### config.mk
export PLATFORM = sky130hd
export DESIGN_NAME = gm_scoreboard
export DESIGN_NICKNAME = d
export VERILOG_FILES = /design/src/rtl/gm_scoreboard.sv
export SDC_FILE = /design/constraint.sdc
export NUM_CORES = 1
export LEC_CHECK = 0
export CAP_MARGIN = 20
export CORE_UTILIZATION = 40
export CTS_CLUSTER_DIAMETER = 80
export DETAILED_ROUTE_END_ITERATION = 12
export PLACE_DENSITY = 0.71
export REMOVE_ABC_BUFFERS = 1
export SYNTH_ARGS = -nofsm -noshare
export SYNTH_HDL_FRONTEND = slang
export SYNTH_SLANG_ARGS = --single-unit
### constraint.sdc
create_clock -name clk -period 16.2 [get_ports clk]
set_input_delay 2.43 -clock clk [delete_from_list [all_inputs] [get_ports clk]]
set_output_delay 2.43 -clock clk [all_outputs]
set_load 0.01 [all_outputs]
### src/rtl/gm_scoreboard.sv
// Golden-model scoreboard: shadows the APB register file, queues expected results, compares on DUT done.
// Compare pulses/counters update one clk after the done edge; pushes while full are dropped (overflow).
module gm_scoreboard #(
   parameter int DATA_WIDTH      = 32,
   parameter int AMBA_ADDR_WIDTH = 20,
   parameter int AMBA_WORD       = 32,
   parameter int DEPTH           = 4
) (
   input  logic                       clk,
   input  logic                       rst,
   input  logic                       PSEL,
   input  logic                       PENABLE,
   input  logic                       PWRITE,
   input  logic [AMBA_ADDR_WIDTH-1:0] PADDR,
   input  logic [AMBA_WORD-1:0]       PWDATA,
   input  logic                       exp_valid,
   input  logic [DATA_WIDTH-1:0]      exp_data,
   input  logic                       operation_done,
   input  logic [DATA_WIDTH-1:0]      dut_data_out,
   input  logic [1:0]                 dut_num_of_errors,
   output logic [AMBA_WORD-1:0]       gm_PRDATA,
   output logic [AMBA_WORD-1:0]       CTRL_REG,
   output logic                       match,
   output logic                       mismatch,
   output logic                       skip,
   output logic                       overflow,
   output logic                       underflow,
   output logic [15:0]                pass_cnt,
   output logic [15:0]                fail_cnt,
   output logic [$clog2(DEPTH):0]     q_count
);

   localparam int AW  = $clog2(DEPTH);
   localparam int NW  = (AMBA_WORD < DATA_WIDTH) ? AMBA_WORD : DATA_WIDTH;
   localparam int PCW = $clog2(DATA_WIDTH + 1);

   typedef struct packed {
      logic [DATA_WIDTH-1:0] data;
      logic [1:0]            nof;
      logic                  unsup;
      logic [1:0]            mode;
   } entry_t;

   logic [AMBA_WORD-1:0]  ctrl_q, data_in_q, cw_q, noise_q, prdata_q, prdata_d;
   entry_t                mem_q [DEPTH];
   entry_t                push_ent, head;
   logic [AW-1:0]         wr_ptr_q, rd_ptr_q;
   logic [AW:0]           count_q, count_d;
   logic                  done_q;
   logic                  match_q, mismatch_q, skip_q, overflow_q, underflow_q;
   logic [15:0]           pass_q, fail_q, pass_d, fail_d;
   logic [DATA_WIDTH-1:0] mask, noise_ext;
   logic [PCW-1:0]        pc;
   logic [1:0]            exp_nof;
   logic                  exp_unsup;
   logic                  done_edge, q_empty, q_full, pop, push, cmp, entry_pass, data_ok;
   logic                  apb_wr, apb_rd;

   // Active codeword width as a bit mask; width code 11 means the full data path.
   always_comb begin
      mask = '0;
      case (cw_q[1:0])
         2'b00:   mask[7:0]  = '1;
         2'b01:   mask[15:0] = '1;
         2'b10:   mask[31:0] = '1;
         default: mask       = '1;
      endcase
   end

   always_comb begin
      noise_ext = '0;
      noise_ext[NW-1:0] = noise_q[NW-1:0];
      pc = '0;
      for (int i = 0; i < DATA_WIDTH; i++) begin
         pc = pc + PCW'(noise_ext[i] & mask[i]);
      end
   end

   always_comb begin
      exp_nof   = 2'b00;
      exp_unsup = 1'b0;
      if (ctrl_q[1:0] != 2'b00) begin
         case (pc)
            PCW'(0): exp_nof = 2'b00;
            PCW'(1): exp_nof = 2'b01;
            PCW'(2): exp_nof = 2'b10;
            default: begin
               exp_nof   = 2'b11;
               exp_unsup = 1'b1;
            end
         endcase
      end
   end

   assign push_ent   = '{data: exp_data, nof: exp_nof, unsup: exp_unsup, mode: ctrl_q[1:0]};
   assign head       = mem_q[rd_ptr_q];
   assign done_edge  = operation_done & ~done_q;
   assign q_empty    = (count_q == '0);
   assign q_full     = (count_q == (AW+1)'(DEPTH));
   assign pop        = done_edge & ~q_empty;
   assign push       = exp_valid & (~q_full | pop);
   assign cmp        = pop & ~head.unsup;
   assign data_ok    = ((dut_data_out ^ head.data) & mask) == '0;
   // An expected NOF of 10 means the data word is uncorrectable, so only the count is judged.
   assign entry_pass = (head.nof == dut_num_of_errors) && ((head.nof == 2'b10) || data_ok);
   assign apb_wr     = PSEL & PENABLE & PWRITE;
   assign apb_rd     = PSEL & PENABLE & ~PWRITE;

   always_comb begin
      count_d = count_q;
      if (push && !pop)      count_d = count_q + (AW+1)'(1);
      else if (pop && !push) count_d = count_q - (AW+1)'(1);
      pass_d = pass_q;
      fail_d = fail_q;
      if (cmp && entry_pass && pass_q != 16'hFFFF)  pass_d = pass_q + 16'd1;
      if (cmp && !entry_pass && fail_q != 16'hFFFF) fail_d = fail_q + 16'd1;
      prdata_d = prdata_q;
      if (apb_rd) begin
         case (PADDR[3:2])
            2'b00:   prdata_d = ctrl_q;
            2'b01:   prdata_d = data_in_q;
            2'b10:   prdata_d = cw_q;
            default: prdata_d = noise_q;
         endcase
      end
   end

   always_ff @(posedge clk) begin
      if (!rst) begin
         ctrl_q      <= '0;
         data_in_q   <= '0;
         cw_q        <= '0;
         noise_q     <= '0;
         prdata_q    <= '0;
         wr_ptr_q    <= '0;
         rd_ptr_q    <= '0;
         count_q     <= '0;
         done_q      <= 1'b0;
         match_q     <= 1'b0;
         mismatch_q  <= 1'b0;
         skip_q      <= 1'b0;
         overflow_q  <= 1'b0;
         underflow_q <= 1'b0;
         pass_q      <= '0;
         fail_q      <= '0;
         for (int i = 0; i < DEPTH; i++) mem_q[i] <= '0;
      end else begin
         if (apb_wr) begin
            case (PADDR[3:2])
               2'b00:   ctrl_q    <= PWDATA;
               2'b01:   data_in_q <= PWDATA;
               2'b10:   cw_q      <= PWDATA;
               default: noise_q   <= PWDATA;
            endcase
         end
         if (push) begin
            mem_q[wr_ptr_q] <= push_ent;
            wr_ptr_q        <= wr_ptr_q + AW'(1);
         end
         if (pop) rd_ptr_q <= rd_ptr_q + AW'(1);
         prdata_q    <= prdata_d;
         count_q     <= count_d;
         done_q      <= operation_done;
         match_q     <= cmp & entry_pass;
         mismatch_q  <= cmp & ~entry_pass;
         skip_q      <= pop & head.unsup;
         overflow_q  <= exp_valid & q_full & ~pop;
         underflow_q <= done_edge & q_empty;
         pass_q      <= pass_d;
         fail_q      <= fail_d;
      end
   end

   logic unused_bits;
   assign unused_bits = ^{PADDR, head.mode};

   assign gm_PRDATA = prdata_q;
   assign CTRL_REG  = ctrl_q;
   assign match     = match_q;
   assign mismatch  = mismatch_q;
   assign skip      = skip_q;
   assign overflow  = overflow_q;
   assign underflow = underflow_q;
   assign pass_cnt  = pass_q;
   assign fail_cnt  = fail_q;
   assign q_count   = count_q;

endmodule
; Word-level counts from Yosys, hierarchy flattened
; Memory sizes are Yosys's and may differ from the RTL's. A register that Yosys moved wholly into a read port is not among the register bits.
; Index checks and enable logic that the tools add are counted.
; W data, S select, Z words.
[totals]
reg_bits = 205
memories = 1
out_inout_bits = 104
wordCells = 156
in_bits = 125
ram_bits = 148
[memory_table]
columns = name, depth, width, rd, rd_ports_with_merged_regs, write_ports, line
row1 = mem_q, 4, 37, 1, 1, 4, 45  ; entry_t mem_q [DEPTH];
[op_classes]
bitwise = 48
reduce_logical = 26
n_mux = 18
eq_ne = 10
addsub = 37
[op_table]
columns = cell, n
row1 = $add A6 B1 Y6, 26
row2 = $pmux W32 S3, 1
row3 = $and A1 B1 Y1, 37
row4 = $mux W37, 1
row5 = $reduce_or A37 Y1, 1
row6 = $add A16 B1 Y16 const B, 2
row7 = $and A32 B32 Y32, 1
row8 = $logic_not A32 Y1, 1
row9 = $ne A16 B16 Y1 const B, 2
row10 = $xor A32 B32 Y32, 1
row11 = $mux W16, 1
row12 = $mux W2, 4
row13 = $mux W8, 1
row14 = $not A1 Y1, 8
row15 = $reduce_and A2 Y1, 4
row16 = $logic_and A1 B1 Y1, 7
row17 = $mux W1, 7
row18 = $add A5 B1 Y6, 1
row19 = $eq A6 B1 Y1 const B, 1
row20 = $eq A6 B2 Y1 const B, 1
row21 = $logic_not A6 Y1, 1
row22 = $mux W3, 2
row23 = $pmux W2 S3, 1
row24 = $reduce_or A3 Y1, 2
row25 = 18 further kinds, 25

; Longest topological paths before layout
; Gate-level depths: netlist of the first run.
[depth]
word_depth = 36
depth_mapped = 21
depth_no_buf = 20

; Worst setup path before layout of the first run
; Ideal clock, no wire load.
[synth_path]
path_kind = input-to-reg
start = in operation_done
end = mem mem_q[1][10] (netlist bit), enable pin
n_path_buf = 0
path_slack_ns = 10.301
setup_time_ns = 0.476
t_required_ns = 15.724
arrival_ns = 5.424
path_stages = 5
path_cell_list = nand2b_1 > nand3_1 > and2_1 > nand2_1 > o21ai_0
[synth_rtl]
columns = element, line
row1 = start: declaration, 18  ; input logic operation_done,
row2 = end: declaration, 45

==> flow_metrics.py, run 1 <==
metrics = {
    "die": {
        "die_w_um": 200,
        "die_y_um": 200,
        "die_area_um2": 39900,
        "row_count": 72,
        "core_area_um2": 38600,
        "num_io_pins": 229,
        "start_util_pct": 40.5,
    },
    "finish": {
        "syn_to_final_growth_pct": 24.3,
        "nets": 1837,
        "layout_common_cells": "nand2_1, clkdlybuf4s50_1, dfxtp_1",
        "drive_gt1_share_pct": 9.62,
        "mostFrequentLayoutCell": "nand2_1",
        "final_util_pct": 50.3,
    },
    "global_route": {
        "grt_pass1_vias": 11370,
        "grt_pass1_wl_um": 61500,
        "track_usage_pct": 19.8,
        "grt_max_degree": 107,
        "antenna_found_initial": 4,
        "grt-ovfl-total": 0,
    },
    "detailed_routing": {
        "drt-initial-drc-count": 805,
        "vias": 11563,
        "first_pass_iters": 5,
        "wire_per_inst_um": 17.8,
        "drc_errors": 0,
        "antenna_left": 0,
        "viasPerCell": 5.19,
        "drt-total-wl_um": 39800,
    },
    "logic_synthesis": {
        "synthArstFlopShare_pct": 0,
        "synth-seq-cells": 347,
        "yosysUniqueCellTypes": 48,
        "synth_area_um2": 15600,
        "synth-edff-count": 140,
        "synth-seq-area-share_pct": 53.4,
        "yosysWarnings": 0,
        "syn_avg_cell_area_um2": 10.4,
        "synthFlopType": "dfxtp_1",
        "netlist_instances": 1503,
    },
    "timing": {
        "worstMarginPinSlew_ns": 1.10,
        "final-hold-violation-count": 0,
        "finalCritPeriodShare_pct": 40.1,
        "setup-tns-final_ns": 0,
        "rsz0062_at_grt": "no",
        "fmax_mhz": 154,
        "max-slew-margin-rel_pct": 26.7,
        "period_minus_slack_ns": 6.49,
        "setup_viol": 0,
        "slew_viol_final": 0,
        "finClkSkew_ns": 0.00812,
        "worst_slack_ns": 9.71,
    },
    "cts": {
        "cts.clk_slew.worst_paths_ns": 0.06,
        "cts_made_buffers": 38,
        "cts_hold_buf": 0,
        "postCtsSetupBuffers": 0,
        "cts_tree": "built",
        "clock_sink_count": 347,
        "clk_latency_ns": 0.51,
        "clk_path_buf_depth": 3,
        "root_buffer": "clkbuf_16",
        "cts_resized": 0,
        "h-tree-depth": 2,
    },
    "power_and_ir_drop": {
        "power_leakage_nw": 6.81,
        "peakVddDrop_mv": 0.0737,
        "p_per_area_nw_per_um2": 109,
    },
    "run_status": {
        "status": "completed",
    },
    "flow_run": {
        "cap_violations": 0,
    },
    "worst_setup_path": {
        "crit_chain": "or2_2 -> nand2_1 -> fa_1 -> inv_1 -> fa_1 -> fa_1 -> fa_1 -> fa_1 -> inv_1 -> fa_1 -> inv_1 -> ha_1 -> fa_1 -> o21ai_0 -> nand2_1 -> o21ai_0 -> o21bai_1 -> nor3_1",
        "critPathKind": "flip-flop to flip-flop",
        "cp.required_ns": 16.44,
        "cp_top_family": "adder cells",
        "cp_num_buf_inv": 3,
        "max_stage_delay_ns": 0.74,
        "critPathSlowestCell": "dfxtp_1",
        "cp-end-kind": "flip-flop",
        "arrival_ns": 6.73,
        "path_common_cell": "fa_1",
        "path_max_fanout": 20,
        "start_kind": "flip-flop",
    },
    "worst_hold_path": {
        "hp-class": "flip-flop to flip-flop",
    },
    "placement": {
        "place_congestion": 0.810,
        "post-place-ws_ns": 9.71,
        "portBuffers": 210,
        "dpl.hpwl_um": 25000,
    },
}
area by class of cell:
cell class,instances,area [µm²]
diodes,5,12.5
clock buffers,50,1050
clock inverters,18,175
fillers,3479,19200
inverters,54,208
multi-input cells,1006,6740
flip-flops and latches,347,8350
well taps,518,648
repair buffers,230,2260
synth_stat cells (15+ instances only):
library cell    n  area share, %
clkbuf_1       81            1.9
dfxtp_1       207             26
and2_1        101            4.0
and3_1         39            1.6
nand2_1       370            8.9
xnor2_1        39            2.2
nor2_1         51            1.2
fa_1           25            3.2
edfxtp_1      140             27
nand3_1        19           0.61
mux4_2         66            9.5
inv_1          53            1.3
o21ai_0        15           0.48
a21oi_1       180            5.8
power by group:
group | internal, mW | total [mW] | switching (mW) | leakage [nW]
Combinational | 0.136 | 0.288 | 0.152 | 3.08
Sequential | 0.958 | 0.977 | 0.0193 | 3.13
Clock | 0.505 | 0.854 | 0.349 | 0.604
Total | 1.60 | 2.12 | 0.520 | 6.81
path summary, 6_finish.rpt:
path,start,to,slack [ns],cells after the start
max,cw_q[1]$_SDFFE_PN0P_,mem_q[1][2]$_SDFFCE_PN0P_,9.71,18
max reg2reg,cw_q[1]$_SDFFE_PN0P_,mem_q[1][2]$_SDFFCE_PN0P_,9.71,18
min reg2reg,cw_q[30]$_SDFFE_PN0P_,cw_q[30]$_SDFFE_PN0P_,0.45,2
min,cw_q[30]$_SDFFE_PN0P_,cw_q[30]$_SDFFE_PN0P_,0.45,2
through the flow:
stage / area (µm²) / power, mW / hold slack [ns] / instances
after global routing: 19400 / 2.20 / 0.470 / 2225
after floorplan: 15200 / 1.17 / 0.433 / 1407
after CTS: 19400 / 2.14 / 0.453 / 2222
final: 19400 / 2.12 / 0.453 / 2228
after global placement: 18200 / 1.28 / 0.438 / 2154
after detailed placement: 18200 / 1.29 / 0.443 / 2154
worst min-delay path, delay by kind of cell (launching register included):
family | cells | cell delay, ns
flops | 1 | 0.31
simple gates | 1 | 0.05
compound gates | 1 | 0.05
cells by family after synthesis:
kind of cell | Yosys count | share of synthesized area (%)
buffers and inverters | 150 | 3.82
adders and majority gates | 35 | 4.00
and+or+nand+nor | 637 | 18.7
AOI/OAI and AO/OA | 216 | 7.50
xor gates and xnor gates | 44 | 2.46
muxes | 74 | 10.1
DFF | 347 | 53.4
routing by layer:
layer	wire length (µm)	vias to the layer above	GRT usage, %	part of all wire (%)
li1	-	5509	-	-
met1	16100	5563	25.3	41
met2	19400	427	34.4	49
met3	3350	62	3.91	8.4
met4	866	2	5.12	2.2
met5	13	-	0	0.033
sequential cells by signal, summed over array words and instances (netlist names), 2 cells and up, named ones only:
| register | count |
|---|---|
| noise_ext | 32 |
| rd_ptr_q | 2 |
| pass_cnt | 16 |
| cw_q | 32 |
| fail_cnt | 16 |
| q_count | 3 |
| wr_ptr_q | 2 |
| gm_PRDATA | 32 |
| CTRL_REG | 32 |
| data_in_q | 32 |
| mem_q | 140 |
(Power assumes the default switching activity.)
==> run 2: changes to the inputs <==
--- a/config.mk
+++ b/config.mk
@@ -9,7 +9,7 @@
 export CORE_UTILIZATION = 40
 export CTS_CLUSTER_DIAMETER = 80
 export DETAILED_ROUTE_END_ITERATION = 12
-export PLACE_DENSITY = 0.71
+export PLACE_DENSITY = 0.73
 export REMOVE_ABC_BUFFERS = 1
 export SYNTH_ARGS = -nofsm -noshare
 export SYNTH_HDL_FRONTEND = slang
==> constraint.sdc (replaced) <==
create_clock -name clk -period 5.6 [get_ports clk]
set_input_delay 0.84 -clock clk [delete_from_list [all_inputs] [get_ports clk]]
set_output_delay 0.84 -clock clk [all_outputs]
set_load 0.01 [all_outputs]
==> flow_metrics.py, run 2 (same netlist as run 1, synthesis figures left out) <==
metrics = {
    "run_status": {
        "status": "completed",
    },
    "power_and_ir_drop": {
        "pwr-share-seq_pct": 46.2,
        "total_power_mw": 6.18,
        "switching_power_mw": 1.50,
        "p_clk_share_pct": 40.3,
        "swShare_pct": 24.4,
        "power_leakage_nw": 6.85,
        "p_comb_share_pct": 13.5,
        "peakVddDrop_mv": 0.220,
        "p_int_mw": 4.67,
        "p_per_area_nw_per_um2": 316,
    },
    "die": {
        "num_io_pins": 229,
        "core_area_um2": 38600,
        "die_w_um": 200,
        "die_y_um": 200,
        "row_count": 72,
        "start_util_pct": 40.5,
        "die_area_um2": 39900,
    },
    "worst_hold_path": {
        "whs_path_depth": 2,
        "min_from": "data_in_q[3]$_SDFFE_PN0P_",
        "whs_endpoint": "data_in_q[3]$_SDFFE_PN0P_",
        "hp-class": "flip-flop to flip-flop",
    },
    "detailed_routing": {
        "vias": 11643,
        "routed-wl-met3_um": 3130,
        "first_pass_iters": 6,
        "route.met2.wl_um": 19500,
        "wire_per_inst_um": 18.2,
        "drc_errors": 0,
        "antenna_left": 0,
        "highest-signal-layer": "met5",
        "wl_met1_um": 17100,
        "drt-initial-drc-count": 756,
        "viasPerCell": 5.22,
        "drt-total-wl_um": 40600,
    },
    "timing": {
        "worstMarginPinSlew_ns": 0.977,
        "finalCritPeriodShare_pct": 96.1,
        "rsz0062_at_grt": "no",
        "fmax_mhz": 186,
        "worst_slack_ns": 0.220,
        "setup-tns-final_ns": 0,
        "final-hold-violation-count": 0,
        "period_minus_slack_ns": 5.38,
        "finClkSkew_ns": 0.0213,
        "hold_ws_ns": 0.454,
        "max-slew-margin-rel_pct": 34.7,
        "setup_viol": 0,
        "slew_viol_final": 0,
    },
    "finish": {
        "layout_common_cells": "nand2_1, clkdlybuf4s50_1, dfxtp_1",
        "syn_to_final_growth_pct": 25.0,
        "largest_register_ffs": 140,
        "final_util_pct": 50.6,
        "drive_gt1_share_pct": 10.2,
        "top_register": "mem_q",
        "mostFrequentLayoutCell": "nand2_1",
        "nets": 1843,
    },
    "global_route": {
        "grt-ovfl-total": 0,
        "antenna_found_initial": 6,
        "grt_max_degree": 121,
        "track_usage_pct": 20.5,
        "grt_pass1_vias": 11561,
        "grt_pass1_wl_um": 63300,
    },
    "worst_setup_path": {
        "r2r_end": "mem_q[2][4]$_SDFFCE_PN0P_",
        "cp-end-kind": "flip-flop",
        "r2r_cells": 20,
        "start_kind": "flip-flop",
        "ff2ff_setup_slack_ns": 0.22,
        "cp.required_ns": 5.85,
        "path_max_fanout": 4,
        "critPathKind": "flip-flop to flip-flop",
        "r2r_start": "cw_q[0]$_SDFFE_PN0P_",
        "arrival_ns": 5.63,
    },
    "cts": {
        "clk_path_buf_depth": 3,
        "root_buffer": "clkbuf_16",
        "clock_sink_count": 347,
        "clk_latency_ns": 0.53,
        "postCtsSetupBuffers": 0,
        "cts_made_buffers": 36,
        "cts.clk_slew.worst_paths_ns": 0.06,
        "cts_tree": "built",
        "cts_hold_buf": 0,
        "h-tree-depth": 2,
    },
    "placement": {
        "place_congestion": 0.816,
        "portBuffers": 210,
        "post-place-ws_ns": -0.0630,
        "dpl.hpwl_um": 26100,
    },
    "flow_run": {
        "cap_violations": 0,
    },
}
-- run 2: metrics by stage --
stage | cells | area, µm²
CTS | 2227 | 19500
detailed placement | 2162 | 18200
global placement | 2162 | 18200
finish | 2230 | 19600
floorplan | 1407 | 15200
global route | 2230 | 19600
-- run 2: how the worst max path moves through the flow --
| stage | from | endpoint | depth (start not counted) |
|---|---|---|---|
| 6_report | cw_q[0]$_SDFFE_PN0P_ | mem_q[2][4]$_SDFFCE_PN0P_ | 20 |
| 5_1_grt | cw_q[0]$_SDFFE_PN0P_ | mem_q[1][4]$_SDFFCE_PN0P_ | 20 |
| 4_1_cts | cw_q[1]$_SDFFE_PN0P_ | mem_q[1][2]$_SDFFCE_PN0P_ | 19 |
| 3_5_place_dp | cw_q[0]$_SDFFE_PN0P_ | mem_q[1][2]$_SDFFCE_PN0P_ | 19 |
| 3_3_place_gp | cw_q[0]$_SDFFE_PN0P_ | mem_q[1][2]$_SDFFCE_PN0P_ | 19 |
| 2_1_floorplan | cw_q[1]$_SDFFE_PN0P_ | mem_q[1][2]$_SDFFCE_PN0P_ | 19 |
-- run 2: layer usage --
metal | up-vias | track usage (%)
li1 | 5517 | -
met1 | 5612 | 26.7
met2 | 437 | 34.3
met3 | 69 | 4.00
met4 | 8 | 6.62
met5 | - | 0
-- run 2: critical path, cell delays in order (launching register included) --
cell	delay [ns]
dfxtp_1	0.31
or2_2	0.31
and2_1	0.18
fa_1	0.48
inv_1	0.05
fa_1	0.48
inv_1	0.05
fa_1	0.47
fa_1	0.51
fa_1	0.49
inv_1	0.05
fa_1	0.47
inv_1	0.04
ha_2	0.18
fa_2	0.36
o21ai_1	0.15
nand2_1	0.09
buf_4	0.15
o21ai_1	0.11
buf_4	0.14
nor3_1	0.05
-- run 2: layout make-up --
| cell class | instances | area (µm²) |
|---|---|---|
| Inverter | 54 | 208 |
| Antenna cell | 2 | 5.00 |
| Fill cell | 3372 | 19100 |
| Timing Repair Buffer | 238 | 2330 |
| Clock buffer | 53 | 1050 |
| Tap cell | 518 | 648 |
| Multi-Input combinational cell | 1006 | 6760 |
| Sequential cell | 347 | 8350 |
| Clock inverter | 12 | 194 |
-- run 2: what timing repair did --
action,CTS,global route
resized for setup,1,9
cloned,0,0
setup endpoints to repair,6,12
pin swaps,2,6
-- run 2: power groups by stage --
stage               sequential [mW]  combinational [mW]  clock [mW]
floorplan                      2.92               0.470           0
global placement               2.90               0.823           0
detailed placement             2.91               0.835           0
CTS                            2.86               0.839        2.54
global route                   2.87               0.900        2.64
finish                         2.85               0.834        2.49
==> run 3: changes to the inputs <==
--- a/config.mk
+++ b/config.mk
@@ -7,6 +7,7 @@
 export LEC_CHECK = 0
 export CAP_MARGIN = 20
 export CORE_UTILIZATION = 40
+export CTS_BUF_LIST = sky130_fd_sc_hd__clkbuf_8 sky130_fd_sc_hd__clkbuf_16
 export CTS_CLUSTER_DIAMETER = 80
 export DETAILED_ROUTE_END_ITERATION = 12
 export PLACE_DENSITY = 0.73
==> flow_metrics.py, run 3 (same netlist as run 1, synthesis figures left out) <==
metrics = {
    "run_status": {
        "status": "completed",
    },
    "finish": {
        "final_util_pct": 50.6,
        "largest_register_ffs": 140,
        "final_area_um2": 19600,
        "fillers": 3372,
        "fin_cells": 2230,
        "top_register": "mem_q",
        "layout_common_cells": "nand2_1, clkdlybuf4s50_1, dfxtp_1",
        "drive_gt1_share_pct": 10.2,
        "mostFrequentLayoutCell": "nand2_1",
        "syn_to_final_growth_pct": 25.0,
        "nets": 1843,
    },
    "power_and_ir_drop": {
        "power_leakage_nw": 6.88,
        "p_per_area_nw_per_um2": 315,
        "switching_power_mw": 1.51,
        "p_comb_share_pct": 13.5,
        "p_int_mw": 4.66,
        "swShare_pct": 24.5,
        "peakVddDrop_mv": 0.220,
        "p_clk_share_pct": 40.2,
        "total_power_mw": 6.17,
        "pwr-share-seq_pct": 46.3,
    },
    "worst_setup_path": {
        "cp_top_family": "adder cells",
        "max_stage_delay_ns": 0.51,
        "crit_chain": "or2_2 -> and2_1 -> fa_1 -> inv_1 -> fa_1 -> inv_1 -> fa_1 -> fa_1 -> fa_1 -> inv_1 -> fa_1 -> inv_1 -> ha_2 -> fa_2 -> o21ai_1 -> nand2_1 -> buf_4 -> o21ai_1 -> buf_4 -> nor3_1",
        "cp.depth": 20,
        "cp-end-kind": "flip-flop",
        "arrival_ns": 5.63,
        "cp-startpoint": "cw_q[0]$_SDFFE_PN0P_",
        "critPathKind": "flip-flop to flip-flop",
        "path_common_cell": "fa_1",
        "r2r_start": "cw_q[0]$_SDFFE_PN0P_",
        "ff2ff_setup_slack_ns": 0.22,
        "cp_num_buf_inv": 6,
        "endpoint": "mem_q[2][4]$_SDFFCE_PN0P_",
        "start_kind": "flip-flop",
        "path_max_fanout": 4,
        "r2r_end": "mem_q[2][4]$_SDFFCE_PN0P_",
        "cp.required_ns": 5.85,
        "critPathSlowestCell": "fa_1",
        "r2r_cells": 20,
    },
    "timing": {
        "period_minus_slack_ns": 5.38,
        "finClkSkew_ns": 0.0198,
        "hold_ws_ns": 0.453,
        "max-slew-margin-rel_pct": 35.3,
        "setup-tns-final_ns": 0,
        "slew_viol_final": 0,
        "worstMarginPinSlew_ns": 0.968,
        "worst_slack_ns": 0.218,
        "setup_viol": 0,
        "final-hold-violation-count": 0,
        "rsz0062_at_grt": "no",
        "fmax_mhz": 186,
        "finalCritPeriodShare_pct": 96.1,
    },
    "placement": {
        "placed_cells": 2162,
        "portBuffers": 210,
        "post-place-ws_ns": -0.0630,
        "place_congestion": 0.816,
        "dpl_cell_area_um2": 18200,
        "dpl.hpwl_um": 26100,
    },
    "die": {
        "die_area_um2": 39900,
        "num_io_pins": 229,
        "start_util_pct": 40.5,
        "core_area_um2": 38600,
        "die_w_um": 200,
        "die_y_um": 200,
        "row_count": 72,
    },
    "detailed_routing": {
        "first_pass_iters": 5,
        "viasPerCell": 5.23,
        "drc_errors": 0,
        "drt-total-wl_um": 40700,
        "vias": 11668,
        "drt-initial-drc-count": 740,
        "wire_per_inst_um": 18.3,
        "antenna_left": 0,
    },
    "cts": {
        "clk_latency_ns": 0.53,
        "cts_tree": "built",
        "h-tree-depth": 2,
        "clock_sink_count": 347,
        "cts_made_buffers": 36,
        "cts.clk_slew.worst_paths_ns": 0.06,
        "root_buffer": "clkbuf_16",
        "cts_hold_buf": 0,
        "clk_path_buf_depth": 3,
    },
    "global_route": {
        "track_usage_pct": 20.5,
        "grt-ovfl-total": 0,
        "grt_max_degree": 121,
        "antenna_found_initial": 6,
        "grt_pass1_vias": 11564,
        "grt_pass1_wl_um": 63300,
    },
    "worst_hold_path": {
        "hp-class": "flip-flop to flip-flop",
    },
    "flow_run": {
        "cap_violations": 0,
    },
}
-- run 3: cell types whose count changed in the layout (fill, tap and decap cells not counted), sizes merged --
cell,change
clkbuf,-8
inv,+8
-- run 3: how the worst min path moves through the flow --
stage / from / endpoint / slack [ns] / depth (start not counted)
floorplan: cw_q[31]$_SDFFE_PN0P_ / cw_q[31]$_SDFFE_PN0P_ / 0.43 / 2
global placement: cw_q[24]$_SDFFE_PN0P_ / cw_q[24]$_SDFFE_PN0P_ / 0.44 / 2
detailed placement: cw_q[9]$_SDFFE_PN0P_ / cw_q[9]$_SDFFE_PN0P_ / 0.45 / 2
CTS: data_in_q[17]$_SDFFE_PN0P_ / data_in_q[17]$_SDFFE_PN0P_ / 0.45 / 2
global route: cw_q[7]$_SDFFE_PN0P_ / cw_q[7]$_SDFFE_PN0P_ / 0.47 / 2
finish: data_in_q[3]$_SDFFE_PN0P_ / data_in_q[3]$_SDFFE_PN0P_ / 0.45 / 2
-- run 3: metal layers --
metal	GRT usage (%)	wire length [µm]	part of all wire [%]
met1	26.7	17300	42
met2	34.3	19500	48
met3	4.00	2980	7.3
met4	6.62	946	2.3
met5	0	56	0.14
-- run 3: power groups by stage --
| stage | clock (mW) | combinational, mW | sequential (mW) |
|---|---|---|---|
| floorplan | 0 | 0.470 | 2.92 |
| global placement | 0 | 0.823 | 2.90 |
| detailed placement | 0 | 0.835 | 2.91 |
| CTS | 2.53 | 0.839 | 2.86 |
| global route | 2.63 | 0.900 | 2.87 |
| finish | 2.48 | 0.833 | 2.85 |
-- run 3: timing repair --
action	CTS	global route
pin swaps	2	6
resized for setup	1	9
gates cloned	0	0
setup buffers	0	0
setup endpoints to repair	6	12
-- run 3: worst register-to-register path: cells and delay by family, from the launching register on --
kind	cells	cell delay, ns
AO/OA/AOI/OAI	2	0.26
adder cells (fa/ha/maj)	8	3.44
buffers and inverters	6	0.48
flip-flops	1	0.31
AND/OR/NAND/NOR	4	0.63
-- run 3: cell type report --
type / instances / area (µm²) / area share (%)
repair buffers: 238 / 2330 / 11.9
diodes: 2 / 5.00 / 0.0256
flip-flops and latches: 347 / 8350 / 42.7
inverters: 54 / 208 / 1.06
clock inverters: 20 / 224 / 1.15
clock buffers: 45 / 1020 / 5.24
multi-input cells: 1006 / 6760 / 34.6
well taps: 518 / 648 / 3.32
